===== config.mk =====
export PLATFORM = sky130hd
export DESIGN_NAME = johnson_phase_sequencer
export DESIGN_NICKNAME = d
export VERILOG_FILES = /design/src/rtl/johnson_phase_sequencer_pkg.sv /design/src/rtl/johnson_phase_sequencer_dwell_counter.sv /design/src/rtl/johnson_phase_sequencer.sv
export SDC_FILE = /design/constraint.sdc
export NUM_CORES = 1
export LEC_CHECK = 0
export BUFFER_PORTS_ARGS = -buffer_cell sky130_fd_sc_hd__buf_4
export CAP_MARGIN = 20
export CORE_UTILIZATION = 54
export DETAILED_ROUTE_END_ITERATION = 16
export PLACE_DENSITY = 0.77
export REMOVE_ABC_BUFFERS = 1
export SETUP_SLACK_MARGIN = 0.2
export SLEW_MARGIN = 20
export SYNTH_ARGS = -nofsm -noshare
export SYNTH_HDL_FRONTEND = slang
export SYNTH_SLANG_ARGS = --single-unit

===== constraint.sdc =====
create_clock -name clk -period 2.3 [get_ports clk]
set_input_delay 0.115 -clock clk [delete_from_list [all_inputs] [get_ports clk]]
set_output_delay 0.115 -clock clk [all_outputs]
set_load 0.02 [all_outputs]

===== src/rtl/johnson_phase_sequencer_pkg.sv =====
// Thermometer-code helpers shared by the Johnson phase sequencer.
// Codes are held in a fixed 16-bit container; callers truncate to NUM_PHASES.
package johnson_seq_pkg;

  localparam int MAX_PHASES = 16;

  typedef logic [MAX_PHASES-1:0] therm_t;

  function automatic therm_t therm_code(input int k, input int width);
    therm_t c;
    c = '0;
    for (int i = 0; i < MAX_PHASES; i++) begin
      if ((i < k) && (i < width)) c[i] = 1'b1;
    end
    return c;
  endfunction

  // A zero-extended code is a legal thermometer exactly when it is 2^k - 1.
  function automatic logic is_legal_therm(input therm_t code);
    return (code & (code + therm_t'(1))) == '0;
  endfunction

  function automatic therm_t therm_to_onehot(input therm_t code);
    return code ^ (code >> 1);
  endfunction

endpackage


===== src/rtl/johnson_phase_sequencer_dwell_counter.sv =====
// Dwell counter: clear beats load beats decrement; o_zero flags an expired dwell.
module seq_dwell_counter
  import johnson_seq_pkg::*;
#(
  parameter int DWELL_W = 8
) (
  input  logic               clk,
  input  logic               rstN,
  input  logic               i_clr,
  input  logic               i_load,
  input  logic               i_dec,
  input  logic [DWELL_W-1:0] i_loadVal,
  output logic               o_zero
);

  logic [DWELL_W-1:0] r_count;

  always_ff @(posedge clk or negedge rstN) begin
    if (!rstN) begin
      r_count <= '0;
    end else if (i_clr) begin
      r_count <= '0;
    end else if (i_load) begin
      r_count <= i_loadVal;
    end else if (i_dec && (r_count != '0)) begin
      r_count <= r_count - DWELL_W'(1);
    end
  end

  assign o_zero = (r_count == '0);

endmodule


===== src/rtl/johnson_phase_sequencer.sv =====
// Parametrised thermometer-coded phase sequencer with programmable dwell,
// one-shot/loop modes, synchronous abort and illegal-code recovery.
module johnson_phase_sequencer
  import johnson_seq_pkg::*;
#(
  parameter int NUM_PHASES = 3,
  parameter int DWELL_W    = 8
) (
  input  logic                  clk,
  input  logic                  rstN,
  input  logic                  start,
  input  logic                  stop,
  input  logic                  loop_en,
  input  logic [DWELL_W-1:0]    dwell,
  output logic [NUM_PHASES-1:0] phase_o,
  output logic                  busy,
  output logic                  wrap_o,
  output logic                  done_o,
  output logic                  state_err
);

  localparam logic [NUM_PHASES-1:0] IDLE   = '0;
  localparam logic [NUM_PHASES-1:0] PHASE1 = NUM_PHASES'(therm_code(1, NUM_PHASES));
  localparam logic [NUM_PHASES-1:0] LAST   = NUM_PHASES'(therm_code(NUM_PHASES, NUM_PHASES));

  logic [NUM_PHASES-1:0] r_state;
  logic [DWELL_W-1:0]    r_dwellQ;
  logic                  r_wrap;
  logic                  r_done;
  logic                  r_err;

  logic [NUM_PHASES-1:0] w_nextState;
  logic                  w_legal;
  logic                  w_zero;
  logic                  w_clr;
  logic                  w_load;
  logic                  w_dec;
  logic                  w_loadFromInput;
  logic [DWELL_W-1:0]    w_loadVal;
  logic                  w_accept;
  logic                  w_wrapSet;
  logic                  w_doneSet;
  logic                  w_errSet;

  assign w_legal   = is_legal_therm(therm_t'(r_state));
  assign w_loadVal = w_loadFromInput ? dwell : r_dwellQ;

  seq_dwell_counter #(.DWELL_W(DWELL_W)) u_dwellCounter (
    .clk       (clk),
    .rstN      (rstN),
    .i_clr     (w_clr),
    .i_load    (w_load),
    .i_dec     (w_dec),
    .i_loadVal (w_loadVal),
    .o_zero    (w_zero)
  );

  // Every reachable branch assigns the next state, so the X default never escapes.
  always_comb begin
    w_nextState     = 'x;
    w_clr           = 1'b0;
    w_load          = 1'b0;
    w_dec           = 1'b0;
    w_loadFromInput = 1'b0;
    w_accept        = 1'b0;
    w_wrapSet       = 1'b0;
    w_doneSet       = 1'b0;
    w_errSet        = 1'b0;
    if (stop) begin
      w_nextState = IDLE;
      w_clr       = 1'b1;
    end else if (!w_legal) begin
      w_nextState = IDLE;
      w_clr       = 1'b1;
      w_errSet    = 1'b1;
    end else if (r_state == IDLE) begin
      if (start) begin
        w_nextState     = PHASE1;
        w_load          = 1'b1;
        w_loadFromInput = 1'b1;
        w_accept        = 1'b1;
      end else begin
        w_nextState = IDLE;
      end
    end else if (!w_zero) begin
      w_nextState = r_state;
      w_dec       = 1'b1;
    end else if (r_state != LAST) begin
      w_nextState = {r_state[NUM_PHASES-2:0], 1'b1};
      w_load      = 1'b1;
    end else if (loop_en) begin
      w_nextState = PHASE1;
      w_load      = 1'b1;
      w_wrapSet   = 1'b1;
    end else begin
      w_nextState = IDLE;
      w_doneSet   = 1'b1;
    end
  end

  always_ff @(posedge clk or negedge rstN) begin
    if (!rstN) begin
      r_state  <= IDLE;
      r_dwellQ <= '0;
      r_wrap   <= 1'b0;
      r_done   <= 1'b0;
      r_err    <= 1'b0;
    end else begin
      r_state <= w_nextState;
      r_wrap  <= w_wrapSet;
      r_done  <= w_doneSet;
      if (w_accept) r_dwellQ <= dwell;
      if (w_errSet) begin
        r_err <= 1'b1;
      end else if (w_accept) begin
        r_err <= 1'b0;
      end
    end
  end

  // Illegal codes decode to no strobe and not busy until the recovery edge.
  always_comb begin
    phase_o = '0;
    busy    = 1'b0;
    if (w_legal && (r_state != IDLE)) begin
      phase_o = NUM_PHASES'(therm_to_onehot(therm_t'(r_state)));
      busy    = 1'b1;
    end
  end

  assign wrap_o    = r_wrap;
  assign done_o    = r_done;
  assign state_err = r_err;

endmodule


* Yosys cells after proc, flatten, opt, wreduce, memory -nomap -nowiden *
Cells that the tools add are included.

word-level totals
  register bits = 22
  input bits = 13
  output and inout bits = 7

cells by class
  add/subtract/negate cells = 2
  equal/unequal tests = 2
  multiplexer cells = 43
  bitwise logic cells = 2
  reductions and logical operators = 9

operator list
  operator                                                            count
  1-bit 2-to-1 mux                                                    33
  8-bit 2-to-1 mux                                                    4
  3-bit 2-to-1 mux                                                    6
  16-bit zero test                                                    1
  8-bit zero test                                                     1
  8-bit nonzero test                                                  1
  8-bit by 1-bit subtractor with 8-bit output, second input constant  1
  3-bit nonzero test                                                  2
  3-bit by 1-bit adder with 4-bit output, second input constant       1
  3-bit by 4-bit AND with 4-bit output                                1
  4-bit by 2-bit != test with 1-bit output, second input constant     1
  3-bit zero test                                                     1
  3-bit != test, second input constant                                1
  3-bit by 2-bit XOR with 3-bit output                                1
  1-bit logical AND                                                   2
  2-bit nonzero test                                                  1

* Logic depth before layout (Yosys ltp) *
  depth after elaboration = 9
  depth in mapped cells = 7

* Cells and area by module *
A second synthesis with hierarchy kept.

unflattened totals
  cells, all modules = 121
  area, all modules = 1,305.0 um^2

by module, submodules not included
  module                   instances  cells each  area each (um^2)  seq. area each (um^2)
  johnson_phase_sequencer  1          60          749.5             350.3
  seq_dwell_counter        1          61          555.5             200.2

* Worst setup path after synthesis *
Ideal clock, no wire load.

  path type = register -> register
  start point = reg r_state[0]
  end point = reg u_dwellCounter.r_count[3]
  setup time = 0.067 ns
  arrival time = 2.099 ns
  data required time = 2.233 ns
  setup slack = 0.134 ns
  stages on the path, launching flop included = 8
  path buffers = 0
  period minus slack after synthesis = 2.166 ns
  path through = dfrtp_1 > inv_1 > ha_1 > nor2b_4 > nor3_1 > nand3_1 > o21ai_0 > a221o_1

between the ends
  word-level cells in the longest chain between the ends = 8

ends and longest elaborated chain
  what                                                                      line                                                              RTL
  start: declaration                                                        johnson_phase_sequencer.sv:26                                     logic [NUM_PHASES-1:0] r_state;
  start signal: assignment                                                  johnson_phase_sequencer.sv:109                                    r_state <= w_nextState;
  3-bit by 1-bit adder with 4-bit output or 3-bit != test (tied branches)   johnson_phase_sequencer_pkg.sv:20, johnson_phase_sequencer.sv:88
  3-bit by 4-bit AND with 4-bit output or 1-bit 2-to-1 mux (tied branches)  johnson_phase_sequencer_pkg.sv:20, johnson_phase_sequencer.sv:88
  16-bit zero test or 1-bit 2-to-1 mux (tied branches)                      johnson_phase_sequencer_pkg.sv:20, johnson_phase_sequencer.sv:85
  1-bit 2-to-1 mux, on equally long branches                                johnson_phase_sequencer.sv:72, johnson_phase_sequencer.sv:76
  1-bit 2-to-1 mux, on equally long branches                                johnson_phase_sequencer.sv:69, johnson_phase_sequencer.sv:72
  8-bit 2-to-1 mux or 1-bit 2-to-1 mux (tied branches)                      n/a
  8-bit 2-to-1 mux                                                          johnson_phase_sequencer_dwell_counter.sv:23                       end else if (i_load) begin
  8-bit 2-to-1 mux                                                          johnson_phase_sequencer_dwell_counter.sv:21                       end else if (i_clr) begin
  end signal: assignment                                                    johnson_phase_sequencer_dwell_counter.sv:24                       r_count <= i_loadVal;
  end signal: assignment                                                    johnson_phase_sequencer_dwell_counter.sv:26                       r_count <= r_count - DWELL_W'(1);
  end: declaration                                                          johnson_phase_sequencer_dwell_counter.sv:16                       logic [DWELL_W-1:0] r_count;

Several ways; a longest one is shown, not always the timed one.
A chain may end at the register's enable or synchronous reset.

* Final worst setup path *
  start point = reg r_state[1]
  end point = reg u_dwellCounter.r_count[3]

between the ends
  word-level cells in the longest chain between the ends = 8

ends and longest elaborated chain
  what                                    line                                         RTL
  3-bit by 1-bit adder with 4-bit output  johnson_phase_sequencer_pkg.sv:20            return (code & (code + therm_t'(1))) == '0;
  3-bit by 4-bit AND with 4-bit output    johnson_phase_sequencer_pkg.sv:20
  16-bit zero test                        johnson_phase_sequencer_pkg.sv:20
  1-bit 2-to-1 mux (*)                    johnson_phase_sequencer.sv:72                end else if (!w_legal) begin
  1-bit 2-to-1 mux (*)                    johnson_phase_sequencer.sv:69                if (stop) begin
  8-bit 2-to-1 mux (*)                    n/a
  via u_dwellCounter.i_loadVal[3]         johnson_phase_sequencer_dwell_counter.sv:12  input logic [DWELL_W-1:0] i_loadVal,
  8-bit 2-to-1 mux (*)                    johnson_phase_sequencer_dwell_counter.sv:23
  8-bit 2-to-1 mux (*)                    johnson_phase_sequencer_dwell_counter.sv:21

Mark *: on every way through the listed nets, which the timed path passes. The rest lies on a longest branch.

==> results.json <==
{
  "cp_max_fo": 6,
  "holdCritPathClass": "input pin to register",
  "vias": 1055,
  "num_antenna_cells": 0,
  "clk_pin_slew_ns": 0.12,
  "htree_num_levels": 1,
  "grt-ovfl-total": 0,
  "cp-start-kind": "register",
  "synth-compound-area-share": 0.1667,
  "p_per_area_nw_per_um2": 1110,
  "antenna_found_initial": 0,
  "worst_pin_slew_ns": 0.5101,
  "ir_drop_mv": 0.7228,
  "drive_gt1_frac": 0.3241,
  "worstPathRequired_ns": 2.51,
  "cts_tree": "built",
  "ioPinCount": 20,
  "p_leak_uw": 0.0007006,
  "rsz0062_at_grt": "false",
  "combinationalPowerShare": 0.514,
  "syn-instance-count": 114,
  "dp_hpwl_um": 1908,
  "routed_wl_um": 2806,
  "die_h_um": 49.17,
  "track_usage": 0.2572,
  "drt_iter0_drc": 51,
  "clock-root-buffer": "clkbuf_4",
  "die_w_um": 49.17,
  "seqPwrFrac": 0.357,
  "setup_viol": 0,
  "cts_sinks": 22,
  "cp.arrival_ns": 2.24,
  "routabilityCongestion": 0.9567,
  "clockBufferDepth": 2,
  "path_class": "register to register",
  "fin_setup_tns_ns": 0,
  "portBuffers": 19,
  "synthMuxAreaShare": 0.1167,
  "max_cap_violations": 0,
  "internal-power_uw": 984.6,
  "syn_area_per_cell_um2": 10.54,
  "synth_top_family_by_area": "simple AND/OR/NAND/NOR gates",
  "synth_xor_area_frac": 0,
  "fin_skew_ns": 0.004663,
  "ant_nets": 0,
  "synth-seq-cells": 22,
  "setup_ws_ns": 0.2692,
  "dieArea_um2": 2417,
  "netSwitchingFraction": 0.4133,
  "finalHoldViolCount": 0,
  "maxSlewViolCount": 0,
  "p_total_uw": 1678,
  "cts_buffers": 3,
  "clk_latency_ns": 0.32,
  "cp-end-kind": "register",
  "synth_fa_ha_area_frac": 0.04167,
  "nets": 163,
  "pre_cts_ws_ns": 0.1361,
  "syn2layout_area_growth_pct": 25.83,
  "grt_max_degree": 23,
  "vias_per_cell": 6.134,
  "yosys.area_share.simple": 0.1854,
  "maxSlewHeadroom": 0.6568,
  "finalCriticalPeriod_ns": 2.031,
  "ys_seq_area_frac": 0.4583,
  "grt_pass1_wl_um": 4533,
  "grt_pass1_vias": 969,
  "p_clk_frac": 0.130,
  "synth.distinct_cells": 34,
  "fmax_ghz": 0.4924,
  "netlist_area_um2": 1201,
  "fin_crit_sh": 0.8830,
  "drc": 0,
  "routedWlPerCell_um": 16.31,
  "p_switching_uw": 693.7,
  "final_common_cell": "buf_4",
  "fp-row-count": 16,
  "start_util": 0.5941,
  "synth_warnings": 0,
  "dr.pass1.iters": 4,
  "final_cell_mix": "buf_4 (24), dfrtp_1 (21), inv_1 (9), mux2_2 (8), nand2_1 (8)",
  "core-area_um2": 2022,
  "status": "completed"
}
-- Yosys cell counts --
cell type,number,area share
nor2_4,1,0.0094
o21ai_1,2,0.0083
o21ai_0,5,0.021
nand2_1,8,0.025
a2bb2oi_1,1,0.0073
and4_1,1,0.0073
and3_1,1,0.0052
nand4_1,1,0.0052
o2bb2ai_1,2,0.015
dfrtp_1,22,0.46
or3_1,1,0.0052
nor3_2,1,0.0083
o2111ai_4,1,0.022
o211ai_2,1,0.010
nor2_1,4,0.012
or4_4,1,0.0094
nor3_1,5,0.021
nand3_1,2,0.0083
nand2b_1,2,0.010
mux2i_1,5,0.042
and2_1,1,0.0052
o22ai_1,3,0.016
a31oi_1,1,0.0052
nor2b_4,1,0.011
a211o_1,1,0.0073
ha_1,4,0.042
a21oi_1,5,0.021
a221o_1,1,0.0083
inv_1,10,0.031
nor4_1,4,0.021
a211oi_1,3,0.019
mux2_2,8,0.075
nor2b_1,4,0.021
o221ai_1,1,0.0073
-- stage by stage --
step	util	instances	hold slack, ns	instance area [um2]
after floorplan	-	114	-0.1806	1201
after global placement	0.6925	163	0.01366	1400
after detailed placement	0.6925	163	0.01855	1400
after CTS	0.7215	169	0.01567	1459
after global routing	0.7475	172	0.01581	1511
final	0.7475	172	0.03087	1511
-- path summary, 6_finish.rpt --
kind / start / end / slack, ns / cells after the start
max in group asynchronous: rstN / r_state[1]$_DFFE_PN0P_ / 1.87 / 2
max: r_state[1]$_DFFE_PN0P_ / u_dwellCounter.r_count[3]$_DFFE_PN0P_ / 0.27 / 7
min: loop_en / wrap_o$_DFF_PN0_ / 0.03 / 3
max reg2reg: r_state[1]$_DFFE_PN0P_ / u_dwellCounter.r_count[3]$_DFFE_PN0P_ / 0.27 / 7
min in group asynchronous: rstN / wrap_o$_DFF_PN0_ / 0.20 / 2
min reg2reg: state_err$_DFFE_PN0P_ / state_err$_DFFE_PN0P_ / 0.50 / 2
-- sequential cells by signal, summed over array words and instances (netlist names) --
| name | cells |
|---|---|
| wrap_o | 1 |
| u_dwellCounter.r_count | 8 |
| state_err | 1 |
| done_o | 1 |
| r_state | 3 |
| r_dwellQ | 8 |
-- layout make-up --
type	count	area, um2
clock buffers	4	36.28
fillers	138	510.5
inverters	10	37.54
multi-input cells	82	640.6
flip-flops and latches	22	551.8
well taps	27	33.78
repair buffers	27	211.5
-- kinds of logic (layout without fill, tap and decap cells) --
family                     count (synthesis)  after routing
adders and majority gates                  4              4
DFF                                       22             22
buffers and inverters                     10             41
AOI/OAI and AO/OA                         27             27
muxes                                     13             13
and+or+nand+nor                           38             38
-- metal layers --
layer	global-route usage	wire, um	up-vias	share of wire
met4	0.1029	48	0	0.017
met1	0.3476	1208	506	0.43
met3	0.06231	224	7	0.080
met2	0.3950	1326	59	0.47
li1	-	-	483	-
met5	0	0	-	0
-- power groups by stage --
stage	combinational, uW	clock, uW	sequential (uW)
CTS	799	223	597
finish	862	217	599
floorplan	577	0	593
detailed placement	786	0	605
global route	943	241	615
global placement	776	0	597
-- timing repair --
item	4_1_cts	5_1_grt
resized for setup	2	5
endpoints found under the setup margin	6	9
hold endpoints to repair	23	0
hold buffers	2	0
pin swaps	0	1
buffers inserted	0	3
-- worst max-delay path, cell delays in order, from the launching register on --
cell and delay [ns]:
dfrtp_2 0.46, inv_2 0.13, ha_4 0.17, nor2b_4 0.21, o2111ai_4 0.20, mux2_2 0.33, nor2b_1 0.14, a221o_1 0.28
No activity file was read; power rests on OpenSTA's default activity.
